$ cat config.mk
export PLATFORM = sky130hd
export DESIGN_NAME = prbs_frame_gen
export DESIGN_NICKNAME = d
export VERILOG_FILES = /design/src/rtl/prbs_frame_gen.sv
export SDC_FILE = /design/constraint.sdc
export NUM_CORES = 1
export LEC_CHECK = 0
export CAP_MARGIN = 30
export CELL_PAD_IN_SITES_DETAIL_PLACEMENT = 1
export CELL_PAD_IN_SITES_GLOBAL_PLACEMENT = 1
export CORE_MARGIN = 2
export CORE_UTILIZATION = 47
export CTS_BUF_LIST = sky130_fd_sc_hd__clkbuf_2 sky130_fd_sc_hd__clkbuf_4 sky130_fd_sc_hd__clkbuf_8
export DETAILED_ROUTE_END_ITERATION = 10
export PLACE_DENSITY = 0.87
export SYNTH_ARGS = -nofsm -noshare
export SYNTH_HDL_FRONTEND = slang
export SYNTH_SLANG_ARGS = --single-unit
$ cat constraint.sdc
create_clock -name tx_user_clk_i -period 4.2 [get_ports tx_user_clk_i]
set_input_delay 1.26 -clock tx_user_clk_i [delete_from_list [all_inputs] [get_ports tx_user_clk_i]]
set_output_delay 1.26 -clock tx_user_clk_i [all_outputs]
set_load 0.02 [all_outputs]
$ cat src/rtl/prbs_frame_gen.sv
`default_nettype none
// ============================================================================
// prbs_frame_gen : framed PRBS (7/15/23/31) stream source with ready/valid
//                  handshake. Optional error injection: PRBS_FRAME_GEN_ERR_INJ_EN
// Revision: 1.0
// ============================================================================
module prbs_frame_gen #(
    parameter int DATA_W      = 32,
    parameter int POLY        = 31,
    parameter int FRAME_BEATS = 256,
    parameter int INV_PATTERN = 1
) (
    input  logic                  tx_user_clk_i,
    input  logic                  tx_user_rst_n_i,
    input  logic                  en_i,
    input  logic [15:0]           num_frames_i,
    input  logic                  inj_err_i,
    output logic [DATA_W-1:0]     tx_data_o,
    output logic [DATA_W/8-1:0]   tx_vldb_o,
    output logic                  tx_valid_o,
    input  logic                  tx_ready_i,
    output logic                  tx_last_o,
    output logic                  tx_user_o,
    output logic                  busy_o,
    output logic [15:0]           frame_cnt_o
);

    localparam int TAP = (POLY == 7)  ? 6  :
                         (POLY == 15) ? 14 :
                         (POLY == 23) ? 18 : 28;
    localparam int BEAT_W = (FRAME_BEATS > 2) ? $clog2(FRAME_BEATS) : 1;
    localparam logic [BEAT_W-1:0] LAST_BEAT = BEAT_W'(FRAME_BEATS - 1);
    localparam logic [DATA_W-1:0] INV_MASK  = (INV_PATTERN != 0) ? {DATA_W{1'b1}} : {DATA_W{1'b0}};

    typedef enum logic [1:0] {
        IDLE = 2'd0,
        RUN  = 2'd1,
        DONE = 2'd2
    } state_t;

    state_t              state, state_nxt;
    logic [POLY-1:0]     lfsr, lfsr_adv, shreg;
    logic [DATA_W-1:0]   word, data_q;
    logic [BEAT_W-1:0]   beat_cnt;
    logic [15:0]         frame_cnt, frames_tgt, frame_inc;
    logic                accept, start, load, at_last, flip_bit, nb;

    assign start     = (state == IDLE) && en_i;
    assign accept    = (state == RUN) && tx_ready_i;
    assign load      = start || accept;
    assign at_last   = (beat_cnt == LAST_BEAT);
    assign frame_inc = (frame_cnt == 16'hFFFF) ? frame_cnt : frame_cnt + 16'd1;

    // Each load consumes DATA_W bit-steps; a fresh run always begins from all ones.
    always_comb begin
        shreg = (state == IDLE) ? {POLY{1'b1}} : lfsr;
        word  = '0;
        nb    = 1'b0;
        for (int i = 0; i < DATA_W; i++) begin
            nb      = shreg[POLY-1] ^ shreg[TAP-1];
            word[i] = nb;
            shreg   = {shreg[POLY-2:0], nb};
        end
        lfsr_adv = shreg;
    end

    always_comb begin
        state_nxt  = state;
        tx_valid_o = 1'b0;
        busy_o     = 1'b1;
        case (state)
            IDLE: begin
                busy_o = 1'b0;
                if (en_i) state_nxt = RUN;
            end
            RUN: begin
                tx_valid_o = 1'b1;
                if (accept && at_last) begin
                    if ((frames_tgt != 16'd0) && (frame_inc == frames_tgt))
                        state_nxt = DONE;
                    else if (!en_i)
                        state_nxt = IDLE;
                end
            end
            DONE: begin
                if (!en_i) state_nxt = IDLE;
            end
            default: state_nxt = IDLE;
        endcase
    end

    always_ff @(posedge tx_user_clk_i or negedge tx_user_rst_n_i) begin
        if (!tx_user_rst_n_i) begin
            state      <= IDLE;
            lfsr       <= {POLY{1'b1}};
            data_q     <= '0;
            beat_cnt   <= '0;
            frame_cnt  <= '0;
            frames_tgt <= '0;
        end else begin
            state <= state_nxt;
            if (start) begin
                frames_tgt <= num_frames_i;
                frame_cnt  <= '0;
                beat_cnt   <= '0;
            end else if (accept) begin
                beat_cnt <= at_last ? '0 : beat_cnt + BEAT_W'(1);
                if (at_last) frame_cnt <= frame_inc;
            end
            if (load) begin
                lfsr   <= lfsr_adv;
                data_q <= (word ^ INV_MASK) ^ {{(DATA_W-1){1'b0}}, flip_bit};
            end
        end
    end

`ifdef PRBS_FRAME_GEN_ERR_INJ_EN
    logic inj_pend, user_q;

    // A request arriving on a load cycle is held for the following load.
    always_ff @(posedge tx_user_clk_i or negedge tx_user_rst_n_i) begin
        if (!tx_user_rst_n_i) begin
            inj_pend <= 1'b0;
            user_q   <= 1'b0;
        end else if (load) begin
            user_q   <= inj_pend;
            inj_pend <= inj_err_i;
        end else if (inj_err_i) begin
            inj_pend <= 1'b1;
        end
    end

    assign flip_bit  = inj_pend;
    assign tx_user_o = user_q;
`else
    logic unused_inj;
    assign unused_inj = inj_err_i;
    assign flip_bit   = 1'b0;
    assign tx_user_o  = 1'b0;
`endif

    assign tx_data_o   = data_q;
    assign tx_last_o   = at_last;
    assign tx_vldb_o   = {(DATA_W/8){tx_valid_o}};
    assign frame_cnt_o = frame_cnt;

endmodule
`default_nettype wire

==> results of run 1 <==
[per-layer routing]
| layer | wire [um] | part of all wire | up-vias |
|---|---|---|---|
| met1 | 5800 | 0.40 | 2228 |
| met5 | 0 | 0 | - |
| met3 | 564 | 0.039 | 35 |
| met2 | 7530 | 0.53 | 97 |
| met4 | 425 | 0.030 | 0 |
| li1 | - | - | 2020 |
[power groups by stage]
stage          logic (W)  clock network [W]  registers [W]
6_report         0.00139           0.000675        0.00178
3_5_place_dp     0.00140                  0        0.00180
2_1_floorplan   0.000686                  0        0.00190
3_3_place_gp     0.00132                  0        0.00176
4_1_cts          0.00142           0.000693        0.00178
5_1_grt          0.00153           0.000731        0.00183
[placed cells by master, fill, tap and decap left out, drive strengths merged, types with 6 or more instances in the layout]
cell type | synthesis | final
nor4 | 10 | 10
and3 | 7 | 7
dfrtp | 74 | 74
xnor2 | 37 | 37
nand2 | 69 | 69
dfstp | 31 | 31
a21o | 32 | 32
clkdlybuf4s50 | 0 | 73
nand3 | 12 | 12
nand4 | 16 | 16
clkbuf | 19 | 10
xor2 | 16 | 16
buf | 15 | 11
nor2 | 115 | 115
o21ai | 24 | 24
a21oi | 16 | 16
nor3 | 7 | 7
inv | 3 | 7
o31ai | 6 | 6
and4 | 6 | 6
[per-stage QoR]
step                      setup slack, ns   util  hold slack (ns)  std cells
after floorplan                      1.65      -            0.447        557
after global placement               1.02  0.556            0.462        746
after detailed placement            0.982  0.559            0.470        747
after CTS                           0.739  0.578            0.498        763
after global routing                0.620  0.578            0.533        763
final                               0.763  0.578            0.493        763
[final cells by class]
type	count	area, um^2	share of cell area
Clock buffer	10	131	0.0208
Sequential cell	105	2670	0.422
Multi-Input combinational cell	415	2420	0.383
Tap cell	140	175	0.0277
Inverter	3	11.3	0.00178
Timing Repair Buffer	84	833	0.132
Clock inverter	6	81.3	0.0129
[worst max-delay path, stage by stage, from the launching register on]
cell	delay (ns)
dfrtp_1	0.45
ha_1	0.30
nand2_1	0.11
nor2_1	0.28
clkdlybuf4s50_1	0.67
[cell families (layout without fill, tap and decap cells)]
group / Yosys count / count (layout) / synth area share
XOR/XNOR: 54 / 54 / 0.0918
buffers and inverters: 37 / 103 / 0.0408
AO/OA/AOI/OAI: 99 / 99 / 0.125
AND/OR/NAND/NOR: 255 / 255 / 0.226
flip-flops: 105 / 105 / 0.503
other: 1 / 1 / 0.000707
multiplexers: 4 / 4 / 0.00802
adder cells (fa/ha/maj): 2 / 2 / 0.00472
[sequential cells by signal (all words and copies together) (netlist names)]
| signal | count |
|---|---|
| frame_cnt_o | 16 |
| beat_cnt | 8 |
| tx_data_o | 32 |
| frames_tgt | 16 |
| lfsr | 31 |
| state | 2 |
[worst min path at each step]
stage / end / slack [ns] / cells after the start
floorplan: state[0] / 0.45 / 1
global placement: tx_data_o[30] / 0.46 / 1
detailed placement: tx_data_o[30] / 0.47 / 1
CTS: tx_data_o[30] / 0.50 / 1
global route: tx_data_o[28] / 0.53 / 1
finish: tx_data_o[30] / 0.49 / 1
==> results.md, run 1 <==
- Status: complete, no violations
- YS warnings: 0
- Pleak: ~2.8 nW
- Max VDD drop: between 400 and 500 uV
- Most used routing layer: met2
- Sw Share: 0.362
- Average size of a mapped cell: approximately 9.5 um^2
- Number of antenna-violating nets in the routed design: 0
- Final Hold Fails: 0
- Core Footprint: between 0.01 and 0.015 mm^2
- IO buf count: between 70 and 80
- Fill cells: 1,239
- Syn_nets: 580
- Seq/Total Area, Yosys: 0.503
- Antenna diodes: 0
- Max FO, Critical Path: 6
- Worst skew pair latency: between 0.3 and 0.4 ns
- Pre-Repair DR Iteration Count: 6
- Via count: between 4,000 and 5,000
- Crit. End Element: primary output
- Number of flops mapped to enable cells by yosys: 0
- Die footprint: around 0.012 mm^2
- Post-DP HPWL: a little over 10,000 um
- Worst reg2reg path endpoint: state[0]
- Initial antenna violation count: 0
- Hold-fix buffers, CTS: 0
- Final WL: 14,300 um
- Max Freq: 0.291 GHz
- Largest net degree at the start of global routing: 77
- Clk pwr share: 0.175
- Worst Setup EP: tx_last_o
- WS Path Type: flip-flop to primary output
- Comb pwr share: 0.362
- Bufs on Longest Clock Path: 2
- Top post-synthesis cells by area: dfrtp_1, dfstp_2, nor2_1, xnor2_1, nand2_1
- Layout net count: about 640
- Flops & latches, synth: ~110
- Power per cell area: around 600 mW/mm^2
- Mapped Area: 0.00530 mm^2
- GR Util met2: 0.439
- Clk root buf: clkbuf_8
- Synth Flop Type: dfrtp_1
- Final instance area: around 0.0063 mm^2
- Synthesis-to-finish area growth: 19.2%
- Final setup TNS: 0 ns
- Switch Pwr: 0.00139 W
- FF-to-FF setup slack: approximately 1.1 ns
- Setup Skew: roughly 0.012 ns
- Post-DP Area: ~0.0061 mm^2
- Synthesized netlist cell count: 557
- Final worst path period share: 0.818
- Starting Density: 0.485
- Hold crit path type: flip-flop to flip-flop
- Reg2Reg Depth: 8
- CP Launch Type: flip-flop
- Post-CTS Resized: 0
- Total of max-cap violations: 0
- Gp weighted congestion: 0.913
- Io pins: just under 80
- Cell with the most instances after synthesis: nor2_1
- DR WL/cell: about 19 um
- Slew Viols, Final: 0
- Clock-pin slew on the worst setup and hold paths: between 0.1 and 0.15 ns
- Reg power frac: 0.462
- CP startpoint: beat_cnt[0]
- Tot Pwr: between 0.003 and 0.004 W
- CTS buffer count: 9
- Initial drt markers: about 160
- Worst-Margin Slew: around 0.5 ns
- M3 GR Usage: 0.0647
- Min-delay src: tx_data_o[30]
- Met1 Use GR: 0.288
- Layout cells sized above 1: 0.120
- Internal power: roughly 0.0025 W
- Area leader, netlist: dfrtp_1
- CTS tree: yes
- Synth cell types: 55
- Clock Sinks: 105
- Top cell type's share of synthesized area: 0.349
- First-pass GRT wire length: around 23,000 um
- Commonest cells in the netlist: nor2_1, dfrtp_1, nand2_1, xnor2_1, dfstp_2
- Vias per Instance: ~5.7
- DRC Markers: 0
- Vias in the first global route: between 4,000 and 5,000
- # rows: 38
- H-tree levels: 3
- Grt ovf: 0
- Final setup fails: 0
- # Post-CTS Setup Buffers: 0
- RSZ-0062 raised after global routing: no
- All-Layer GR Usage: 0.249
- CP arrival: between 2 and 2.5 ns
- Synth async-reset ratio: 1.00
- Reg2Reg Launch Point: frame_cnt_o[1]
- Die width: between 100 and 150 um
- Required time of the critical path: between 2 and 3 ns
- Die Y: 110 um
- Worst rel slew slack: 0.670
- Crit path time final: approximately 3.4 ns
No activity file was read; power rests on OpenSTA's default activity.
==> run 2: changes to the inputs <==
CORE_UTILIZATION = 39   (was 47)
PLACE_DENSITY = 0.77   (was 0.87)
clock period = 2.83 ns   (was 4.2 ns; I/O delays follow)
==> run 2 against run 1 <==
  * Global-route usage fell by 3.8 points
  * Via count fell by 0.23%
  * First-iteration DRC count fell by 15%
  * Power rose by 51%
  * Highest routed layer is now met5
  * Largest cell class unchanged
  * Core utilization fell by 8.3 points
  * Die area rose by 20%
  * Clock skew rose by 0.00055 ns
  * Critical path depth rose by 4
  * Setup slack got worse by 0.64 ns
  * Hold slack got worse by 0.12 ns
  * Critical path type is now flip-flop to flip-flop
  * Combinational power rose by 46%
  * Largest power group unchanged
==> results.md, run 2 (synthesis results as in run 1) <==
- Status: complete, no violations
- Slew Viols, Final: 0
- CTS tree: yes
- Clk root buf: clkbuf_8
- IO buf count: 74
- Die width: around 120 um
- Bufs on Longest Clock Path: 2
- Worst-path cell chain: ha_1 -> and3_1 -> and3_1 -> a21oi_1 -> nor4_1 -> o2111ai_1 -> nor4_2 -> a311oi_1
- Final WL: around 14,000 um
- Initial drt markers: between 100 and 150
- Via count: 4,370
- DRC Markers: 0
- Crit. End Element: flip-flop
- Final setup TNS: 0 ns
- Antenna diodes: 0
- CP Launch Type: flip-flop
- CTS buffer count: 9
- Synthesis-to-finish area growth: 23.6%
- Crit path time final: between 2 and 3 ns
- Layout cells sized above 1: 0.152
- Required time of the critical path: between 3 and 4 ns
- Total of max-cap violations: 0
- Most frequent cells in the layout: nor2_1, dfrtp_1, clkdlybuf4s50_1
- Commonest non-fill, non-tap cell in the layout: nor2_1
- Worst skew pair latency: 0.40 ns
- # rows: 42
- Final worst path period share: 0.958
- Dpl ws: roughly 0.11 ns
- CP startpoint: frame_cnt_o[1]
- Pre-Repair DR Iteration Count: 4
- Final setup fails: 0
- Final setup margin: roughly 0.12 ns
- Worst path depth: 8
- Vias per Instance: 5.33
- Die Y: between 100 and 150 um
- Post-DP Area: 0.00630 mm^2
- All-Layer GR Usage: 0.211
- Initial antenna violation count: 0
- Pleak: 2.90 nW
- Worst path max stage delay: roughly 0.5 ns
- Critical path's slowest cell: dfrtp_1
- Die footprint: roughly 0.015 mm^2
- Max reg flops: 32
- Final instance area: roughly 0.0066 mm^2
- Gp weighted congestion: a little under 0.9
- Setup Skew: 0.0122 ns
- Io pins: 77
- RSZ-0062 raised after global routing: yes
- Number of antenna-violating nets in the routed design: 0
- WS Path Type: flip-flop to flip-flop
- Hold crit path type: input port to async pin
- Layout net count: about 660
- Post-DP HPWL: around 10,000 um
- CP delay by family, top: simple AND/OR/NAND/NOR gates
- Starting Density: 0.400
- Most frequent CP cell: and3_1
- # Post-CTS Setup Buffers: 0
- Vias in the first global route: roughly 4,700
- Hold-fix buffers, CTS: 0
- Reg2Reg Launch Point: frame_cnt_o[1]
- Max FO, Critical Path: 7
- Final Hold Fails: 0
- CP bufs+invs: 0
- Grt ovf: 0
- Clock Sinks: ~110
- Max VDD drop: 515 uV
- First-pass GRT wire length: 24,300 um
- Core Footprint: approximately 0.013 mm^2
- Largest net degree at the start of global routing: 78
- Power per cell area: slightly below 900 mW/mm^2
- Clock-pin slew on the worst setup and hold paths: 0.11 ns
- CP arrival: around 3 ns
- Reg2Reg Depth: 8
- DR WL/cell: 17.7 um
- H-tree levels: 3
- Max Freq: ~0.37 GHz
run 2: timing repair:
action / in CTS / in global routing
gates cloned: 0 / 0
endpoints found under the setup margin: 1 / 7
resized for setup: 1 / 3
run 2: layout make-up:
type	count	area [um^2]
clock buffers	9	124
clock inverters	7	114
fillers	1540	6690
inverters	3	11.3
multi-input cells	415	2440
flip-flops and latches	105	2670
well taps	176	220
repair buffers	105	982
run 2: final timing paths:
path                                   end  slack [ns]
max                               state[0]        0.12
min                         frame_cnt_o[7]        0.37
max reg2reg                       state[0]        0.12
min reg2reg                    beat_cnt[7]        0.50
max in group asynchronous          lfsr[8]        1.66
min in group tx_user_clk_i     beat_cnt[7]        0.50
run 2: per-stage QoR:
step,hold slack [ns],utilization,cells,total power [W]
finish,0.369,0.495,820,0.00579
global route,0.383,0.495,820,0.00616
CTS,0.363,0.494,820,0.00587
detailed placement,0.483,0.476,804,0.00469
global placement,0.460,0.476,804,0.00460
floorplan,0.447,-,557,0.00385
run 2: layer usage:
metal / up-vias / routed length [um] / GRT usage / share of wire
met5: - / 44 / 0.0221 / 0.0030
met2: 70 / 7400 / 0.369 / 0.51
met3: 18 / 418 / 0.0325 / 0.029
met1: 2215 / 6350 / 0.265 / 0.44
met4: 2 / 274 / 0.0712 / 0.019
li1: 2065 / - / - / -
run 2: where the power goes:
group | internal [W] | switching, W | leakage (nW) | total (W)
registers | 0.00217 | 0.000473 | 1.24 | 0.00264
clock network | 0.000518 | 0.000599 | 0.112 | 0.00112
logic | 0.00103 | 0.00101 | 1.55 | 0.00203
run 2: worst reg2reg max path, stage by stage (launching register included):
cell	delay (ns)
dfrtp_1	0.50
ha_1	0.24
and3_1	0.32
and3_1	0.31
a21oi_1	0.09
nor4_1	0.31
o2111ai_1	0.22
nor4_2	0.40
a311oi_1	0.17
==> RTL edit (flow settings as in run 2) <==
Put one more register stage on the output `frame_cnt_o`, cleared by the reset. The value now appears one clock later. The other outputs are not delayed to match.
--- a/src/rtl/prbs_frame_gen.sv
+++ b/src/rtl/prbs_frame_gen.sv
@@ -142,7 +142,13 @@
     assign tx_data_o   = data_q;
     assign tx_last_o   = at_last;
     assign tx_vldb_o   = {(DATA_W/8){tx_valid_o}};
-    assign frame_cnt_o = frame_cnt;
+    always_ff @(posedge tx_user_clk_i or negedge tx_user_rst_n_i) begin
+        if (!tx_user_rst_n_i) begin
+            frame_cnt_o <= '0;
+        end else begin
+            frame_cnt_o <= frame_cnt;
+        end
+    end
 
 endmodule
 `default_nettype wire
Formal check against the unedited RTL: no difference found for any inputs over 10 cycles, from zero or initial values and one cycle with tx_user_rst_n_i low; that may be too few to reach the edited logic, so the function may still have changed.
==> RTL edit against run 2 <==
Synthesized area is 6.7% higher. Wire length increased by 5.8%. Total power rose by 12%. Sequential power rose by 9.1%. Setup slack better by 0.057 ns. Sequential cell count increased by 16. Clock power grew 39%. Design area is 10% higher. Global-route usage decreased by 0.34 points. Critical path type is now reg -> out. Largest power group unchanged. Highest routed layer is now met4.
==> RTL edit: results (changes against run 2) <==
status: "completed"  # unchanged
max_freq_ghz: 0.377  # was 0.369 GHz
h-tree-depth: 4  # was 3
irDropWorstVdd_uv: 290  # was 515 µV
finish.instance_area_um2: 7210  # was 6560 µm²
drive_above_1_share: 0.162  # was 0.152
netlist_top_cells_area: "dfrtp_1 (40%), dfstp_2 (14%), nor2_1 (7.4%)"  # was dfrtp_1 (35%), dfstp_2 (15%), nor2_1 (8.1%)
leakagePower_nw: 3.16  # was 2.90 nW
grt_use_total: 0.208  # was 0.211
drt-initial-drc-count: 273  # was 139
ys_types: 50  # was 55
nets: 702  # was 662
rr_endpoint: "state[1]"  # was state[0]
grt_pass1_wl_mm: 25.7  # was 24.3 mm
power_frac_comb: 0.314  # was 0.351
crit_slowest_cell: "clkdlybuf4s50_1"  # was dfrtp_1
r2r_cells: 9  # was 8
dpl_worst_slack_ns: 0.107  # was 0.108 ns
clk_pin_slew_worst_paths_ns: 0.08  # was 0.11 ns
skew_ns: 0.0117  # was 0.0122 ns
gp_congestion: 0.868  # was 0.870
crit_start: "state[1]"  # was frame_cnt_o[1]
ys_top_cells_by_count: "nor2_1 (111), dfrtp_1 (90), nand2_1 (78)"  # was nor2_1 (115), dfrtp_1 (74), nand2_1 (69)
path_delay_family: "buffers and inverters"  # was simple AND/OR/NAND/NOR gates
synth.net_count: 606  # was 580
ys_seq_area_frac: 0.542  # was 0.503
avgSynthCellArea_um2: 9.70  # was 9.52 µm²
post_drt_wl_per_cell_um: 17.5  # was 17.7 µm
viasPerCell: 5.26  # was 5.33
ctsResizeCount: 2  # was 1
holdWs_ns: 0.409  # was 0.369 ns
critPathCapture: "busy_o"  # was state[0]
path_max_fanout: 4  # was 7
[RTL edit: cell count changes after synthesis, sizes merged, moves of 4 or more]
| cell | change |
|---|---|
| nor2 | -4 |
| xor2 | -4 |
| o21ai | -7 |
| dfrtp | +16 |
| nand4 | -6 |
| o221ai | +4 |
| nand2 | +9 |
| nor3 | +5 |
| a211oi | +6 |
[RTL edit: layout make-up]
cell class,instances,share of cell area
timing repair buffer,112,0.147
sequential,121,0.425
clock inverter,13,0.0201
inverter,6,0.00312
clock buffer,19,0.0363
tap,184,0.0319
multi-input combinational,421,0.337
[RTL edit: per-layer routing]
layer,vias up,GRT usage,routed length (µm)
met2,107,0.371,8020
met3,16,0.0580,577
li1,2177,-,-
met4,0,0.0562,199
met1,2307,0.246,6540
met5,-,0,0
